$ cat config.mk
export PLATFORM = sky130hd
export DESIGN_NAME = pool2x2_max
export DESIGN_NICKNAME = d
export VERILOG_FILES = /design/src/rtl/pool2x2_max.sv
export SDC_FILE = /design/constraint.sdc
export NUM_CORES = 2
export LEC_CHECK = 0
export CAP_MARGIN = 5
export CORE_MARGIN = 3
export CORE_UTILIZATION = 40
export CTS_CLUSTER_DIAMETER = 60
export DETAILED_ROUTE_END_ITERATION = 6
export HOLD_SLACK_MARGIN = 0.06
export PLACE_DENSITY_LB_ADDON = 0.2
export SLEW_MARGIN = 5
export SYNTH_ARGS = -nofsm -noshare
export SYNTH_HDL_FRONTEND = slang
export SYNTH_SLANG_ARGS = --single-unit
$ cat constraint.sdc
create_clock -name clk -period 22.7 [get_ports clk]
set_input_delay 4.54 -clock clk [delete_from_list [all_inputs] [get_ports clk]]
set_output_delay 4.54 -clock clk [all_outputs]
set_load 0.1 [all_outputs]
$ cat src/rtl/pool2x2_max.sv
// -----------------------------------------------------------------------------
// pool2x2_max
//
// Two-by-two, stride-2 max-pooling stage for the conv1 activation stream.
// Pixels arrive one per valid beat in raster order, with every feature map
// packed side by side in one word. Each pooled pixel is produced in a single
// pass. A horizontal hold register pairs neighbouring columns, and a half-row
// line buffer pairs neighbouring rows. There is no backpressure: downstream
// logic must accept every ready pulse.
//
// Parameters
//   BITWIDTH  width of one signed activation lane
//   NFMAPS    number of lanes; lane k is bits [k*BITWIDTH +: BITWIDTH]
//   IN_W      input map width in pixels (even, >= 4)
//   IN_H      input map height in pixels (even)
//
// Ports
//   clk         rising-edge clock
//   rstn        asynchronous active-low reset
//   valid       input_act carries the next raster-order pixel
//   flush       synchronous frame abort; a valid beat in the same cycle is dropped
//   input_act   packed conv1 activations (NFMAPS*BITWIDTH)
//   output_act  packed pooled activations, registered; held between pulses
//   ready       one-cycle pulse when output_act holds a new pooled pixel
// -----------------------------------------------------------------------------
module pool2x2_max #(
  parameter int BITWIDTH = 16,
  parameter int NFMAPS   = 6,
  parameter int IN_W     = 28,
  parameter int IN_H     = 28
) (
  input  logic                       clk,
  input  logic                       rstn,
  input  logic                       valid,
  input  logic                       flush,
  input  logic [NFMAPS*BITWIDTH-1:0] input_act,
  output logic [NFMAPS*BITWIDTH-1:0] output_act,
  output logic                       ready
);

  localparam int DW       = NFMAPS * BITWIDTH;
  localparam int CW       = $clog2(IN_W);
  localparam int RW       = $clog2(IN_H);
  localparam int LB_DEPTH = IN_W / 2;
  localparam int LBW      = (CW > 1) ? CW - 1 : 1;

  // ---------------------------------------------------------------------------
  // State
  // ---------------------------------------------------------------------------
  logic [CW-1:0] col_q, col_d;
  logic [RW-1:0] row_q, row_d;
  logic [DW-1:0] h_q, h_d;
  logic [DW-1:0] out_q, out_d;
  logic          ready_q, ready_d;

  // One partial maximum per horizontal pair in the current even row. It is
  // written on even rows and read on odd rows, so the same entry is never read
  // and written in the same cycle. The array is not reset because every entry
  // is written before it is read.
  logic [DW-1:0] linebuf_mem [LB_DEPTH];
  logic          lb_we;
  logic [LBW-1:0] lb_idx;
  logic [DW-1:0] lb_rd;

  // ---------------------------------------------------------------------------
  // Position decode
  // ---------------------------------------------------------------------------
  logic col_last;
  logic row_last;
  logic col_odd;
  logic row_odd;

  assign col_last = (col_q == CW'(IN_W - 1));
  assign row_last = (row_q == RW'(IN_H - 1));
  assign col_odd  = col_q[0];
  assign row_odd  = row_q[0];

  // Both columns of a pair map to the same line-buffer slot.
  assign lb_idx = LBW'(col_q >> 1);
  assign lb_rd  = linebuf_mem[lb_idx];

  // ---------------------------------------------------------------------------
  // Per-lane signed compare trees
  //   m_all    : max(h, input_act)   -- horizontal pair maximum
  //   pool_all : max(linebuf, m_all) -- full 2x2 block maximum
  // On a tie the first operand wins. The results are identical either way,
  // but this keeps the selection deterministic.
  // ---------------------------------------------------------------------------
  logic [DW-1:0] m_all;
  logic [DW-1:0] pool_all;

  genvar gi;
  generate
    for (gi = 0; gi < NFMAPS; gi++) begin : g_lane
      logic signed [BITWIDTH-1:0] h_l;
      logic signed [BITWIDTH-1:0] in_l;
      logic signed [BITWIDTH-1:0] lb_l;
      logic signed [BITWIDTH-1:0] m_l;
      logic signed [BITWIDTH-1:0] p_l;

      assign h_l  = h_q[gi*BITWIDTH +: BITWIDTH];
      assign in_l = input_act[gi*BITWIDTH +: BITWIDTH];
      assign lb_l = lb_rd[gi*BITWIDTH +: BITWIDTH];

      assign m_l = (h_l >= in_l) ? h_l : in_l;
      assign p_l = (lb_l >= m_l) ? lb_l : m_l;

      assign m_all[gi*BITWIDTH +: BITWIDTH]    = m_l;
      assign pool_all[gi*BITWIDTH +: BITWIDTH] = p_l;
    end
  endgenerate

  // ---------------------------------------------------------------------------
  // Next-state logic
  // ---------------------------------------------------------------------------
  always_comb begin
    col_d   = col_q;
    row_d   = row_q;
    h_d     = h_q;
    out_d   = out_q;
    ready_d = 1'b0;   // ready is a single-cycle pulse
    lb_we   = 1'b0;

    if (flush) begin
      // Return to the frame start. Any beat in this cycle is discarded.
      // The hold register, line buffer and output keep their contents.
      col_d = '0;
      row_d = '0;
    end else if (valid) begin
      // Raster counters; the wrap at the last pixel lets frames run back to back.
      if (col_last) begin
        col_d = '0;
        row_d = row_last ? '0 : row_q + RW'(1);
      end else begin
        col_d = col_q + CW'(1);
      end

      if (!col_odd) begin
        // First pixel of a horizontal pair.
        h_d = input_act;
      end else if (!row_odd) begin
        // Top half of a block: park the pair maximum for the next row.
        lb_we = 1'b1;
      end else begin
        // Bottom-right pixel: the block is complete.
        out_d   = pool_all;
        ready_d = 1'b1;
      end
    end
  end

  // ---------------------------------------------------------------------------
  // Registers
  // ---------------------------------------------------------------------------
  always_ff @(posedge clk or negedge rstn) begin
    if (!rstn) begin
      col_q   <= '0;
      row_q   <= '0;
      h_q     <= '0;
      out_q   <= '0;
      ready_q <= 1'b0;
    end else begin
      col_q   <= col_d;
      row_q   <= row_d;
      h_q     <= h_d;
      out_q   <= out_d;
      ready_q <= ready_d;
    end
  end

  // The line buffer is kept outside the reset domain so it can map onto
  // plain memory.
  always_ff @(posedge clk) begin
    if (lb_we) begin
      linebuf_mem[lb_idx] <= m_all;
    end
  end

  assign output_act = out_q;
  assign ready      = ready_q;

endmodule

==> flow_metrics.env <==
export IMPL_worstPathArrival_ns=10.29
export IMPL_io_pins=197
export IMPL_cts_made_buffers=168
export IMPL_gr_total_overflow=0
export IMPL_finalHoldViolCount=0
export IMPL_worst_clock_skew_ns=0.0249
export IMPL_dieArea_um2=169000
export IMPL_drv_cap=0
export IMPL_dpl_hpwl_um=87000
export IMPL_grt_start_max_net_pins=116
export IMPL_grt_total_usage=0.189
export IMPL_vias=34312
export IMPL_netlist_area_um2=65700
export IMPL_maxSlewHeadroom=0.232
export IMPL_seq_area_frac_synth=0.692
export IMPL_worstSetupEndpointType="flip-flop"
export IMPL_path_max_fanout=21
export IMPL_slowest_stage="a21oi_2"
export IMPL_critPathRequiredTime_ns=23.36
export IMPL_cts_tree="built"
export IMPL_vias_per_cell=5.52
export IMPL_worstMarginPinSlew_ns=1.15
export IMPL_hold_ws_ns=0.510
export IMPL_postPlaceCellArea_um2=70300
export IMPL_slew_viol_final=0
export IMPL_layout_common_cells="1344 x edfxtp_1, 378 x mux4_2, 209 x inv_1"
export IMPL_run_status="finished, final reports clean"
export IMPL_fp_dieH_um=411
export IMPL_chipWidth_um=411
export IMPL_path_cells="clkdlybuf4s50_1 > inv_1 > ha_1 > and4_1 > nand2_1 > nor3_1 > or4b_1 > mux2i_4 > mux2_2 > inv_1 > ha_1 > nand4_1 > or4_1 > a21o_1 > a31o_2 > a21oi_2 > buf_4 > o21ai_0 > a31o_2"
export IMPL_pre_cts_ws_ns=12.29
export IMPL_grt_pass1_vias=35604
export IMPL_dr_pass1_iters=7
export IMPL_finalCriticalPeriod_ns=9.62
export IMPL_avgSynthCellArea_um2=18.0
export IMPL_synth_seq_cells=1547
export IMPL_row_count=148
export IMPL_yosys_most_used_dff="edfxtp_1"
export IMPL_hp_class="reg2reg"
export IMPL_setup_viol=0
export IMPL_ys_types=68
export IMPL_cts_sinks=1547
export IMPL_drc=0
export IMPL_drive_above_1_share=0.238
export IMPL_clk_latency_ns=0.78
export IMPL_leakagePower_uw=0.0257
export IMPL_setup_ws_ns=13.08
export IMPL_rsz0062_at_grt="false"
export IMPL_post_drt_wl_per_cell_um=25.5
export IMPL_cp_start_kind="input port"
export IMPL_critPathBufInv=4
export IMPL_cts_buffer_depth=3
export IMPL_port_buffers=196
export IMPL_start_util=0.403
export IMPL_fin_area_um2=76000
export IMPL_finalSetupTns_ns=0
export IMPL_final_common_cell="edfxtp_1"
export IMPL_syn_nets=3947
export IMPL_critical_path_max_stage_delay_ns=0.69
export IMPL_cts_setup_buffers=0
export IMPL_fin_nets=4187
export IMPL_cts_clk_slew_worst_paths_ns=0.05
export IMPL_async_reset_ff_frac=0.131
export IMPL_drt_wl_total_um=159000
export IMPL_place_congestion=0.776
export IMPL_crit_family="simple AND/OR/NAND/NOR gates"
export IMPL_layout_cells_non_filler=6212
export IMPL_antenna_left=0
export IMPL_hold_buffers=0
export IMPL_finalCritPeriodShare=0.424
export IMPL_grt_antenna_before_repair=4
export IMPL_fmax_mhz=104
export IMPL_syn_inst=3653
export IMPL_synth_edff_count=1344
export IMPL_ir_drop_mv=0.0766
export IMPL_pwr_density_cell_nw_per_um2=92.3
export IMPL_path_class="in2reg"
export IMPL_placedCellCount=5898
export IMPL_cts_root_buf="clkbuf_16"
export IMPL_grt_pass1_wl_um=239000
export IMPL_drtIter0Drc=2605
export IMPL_post_cts_resized=0
export IMPL_syn_to_final_growth_pct=15.6
export IMPL_core_area_um2=163000
export IMPL_synth_warnings=0
export IMPL_htreeDepth=4
stage by stage:
step	total power, µW	utilization
6_report	7010	0.466
5_1_grt	7310	0.466
4_1_cts	7100	0.466
3_5_place_dp	4320	0.432
3_3_place_gp	4300	0.432
2_1_floorplan	4030	-
worst paths after layout:
path / end / slack, ns / cells after the start / from
setup / recovery: output_act[22]$_DFFE_PN0P_ / 13.08 / 19 / input_act[31]
hold / removal: output_act[40]$_DFFE_PN0P_ / 0.51 / 2 / output_act[40]$_DFFE_PN0P_
setup reg to reg: output_act[71]$_DFFE_PN0P_ / 15.99 / 12 / col_q[1]$_DFFE_PN0P_
hold reg to reg: output_act[40]$_DFFE_PN0P_ / 0.51 / 2 / output_act[40]$_DFFE_PN0P_
max in group asynchronous: h_q[25]$_DFFE_PN0P_ / 17.62 / 2 / rstn
min in group asynchronous: ready$_DFF_PN0_ / 3.78 / 1 / rstn
worst min-delay path: stages, from the launching register on:
cell	delay [ns]
dfrtp_1	0.34
a2bb2oi_1	0.06
o21ai_0	0.07
flip-flops by register name, indices dropped and copies added, names as in the netlist:
| signal | cells |
|---|---|
| output_act | 96 |
| col_q | 5 |
| row_q | 5 |
| ready | 1 |
| linebuf_mem | 1344 |
| h_q | 96 |
logic make-up (layout without fill, tap and decap cells):
family | Yosys count | count (layout) | synth area share
adders and majority gates | 194 | 194 | 0.0369
AOI/OAI and AO/OA | 420 | 420 | 0.0417
and+or+nand+nor | 466 | 466 | 0.0335
DFF | 1547 | 1547 | 0.692
muxes | 630 | 630 | 0.172
other | 0 | 3 | 0
buffers and inverters | 396 | 777 | 0.0240
report_power, final:
group / internal (µW) / total (µW) / switching, µW
combinational: 296 / 875 / 579
clock: 1650 / 2760 / 1110
sequential: 3350 / 3380 / 29.3
total: 5290 / 7010 / 1720
routing by layer:
metal	vias to the layer above	share of wire	GRT usage
met4	0	0.018	0.0443
met5	-	0	0
met2	773	0.49	0.313
li1	15089	-	-
met3	188	0.043	0.0273
met1	18262	0.45	0.267
area by class of cell:
class	instances	area [µm²]
Sequential cell	1547	45500
Multi-Input combinational cell	1710	18800
Inverter	210	793
Clock inverter	80	920
Timing Repair Buffer	256	2560
Clock buffer	231	4730
Antenna cell	3	7.51
Fill cell	13841	87000
Tap cell	2175	2720
cells in the mapped netlist, drive strengths merged (8+ instances only):
cell type / n / share of area
nand4b: 16 / 0.0021
a2bb2oi: 16 / 0.0021
a21oi: 113 / 0.0087
clkbuf: 110 / 0.0063
dfrtp: 203 / 0.077
buf: 76 / 0.0057
o21ai: 94 / 0.0072
mux2i: 50 / 0.0079
nor2: 101 / 0.0058
nand2b: 11 / 0.0010
mux4: 378 / 0.13
nand2: 202 / 0.012
and4: 8 / 0.0011
a21o: 30 / 0.0034
o211ai: 47 / 0.0054
nand3: 25 / 0.0019
nand4: 39 / 0.0037
and3: 17 / 0.0016
a221o: 17 / 0.0026
o22ai: 16 / 0.0015
mux2: 202 / 0.035
nor2b: 13 / 0.0012
a31oi: 19 / 0.0018
edfxtp: 1344 / 0.61
inv: 210 / 0.012
nor3: 11 / 0.00084
ha: 194 / 0.037
a31o: 34 / 0.0045
Note: power is estimated with default switching activity, not from simulation.
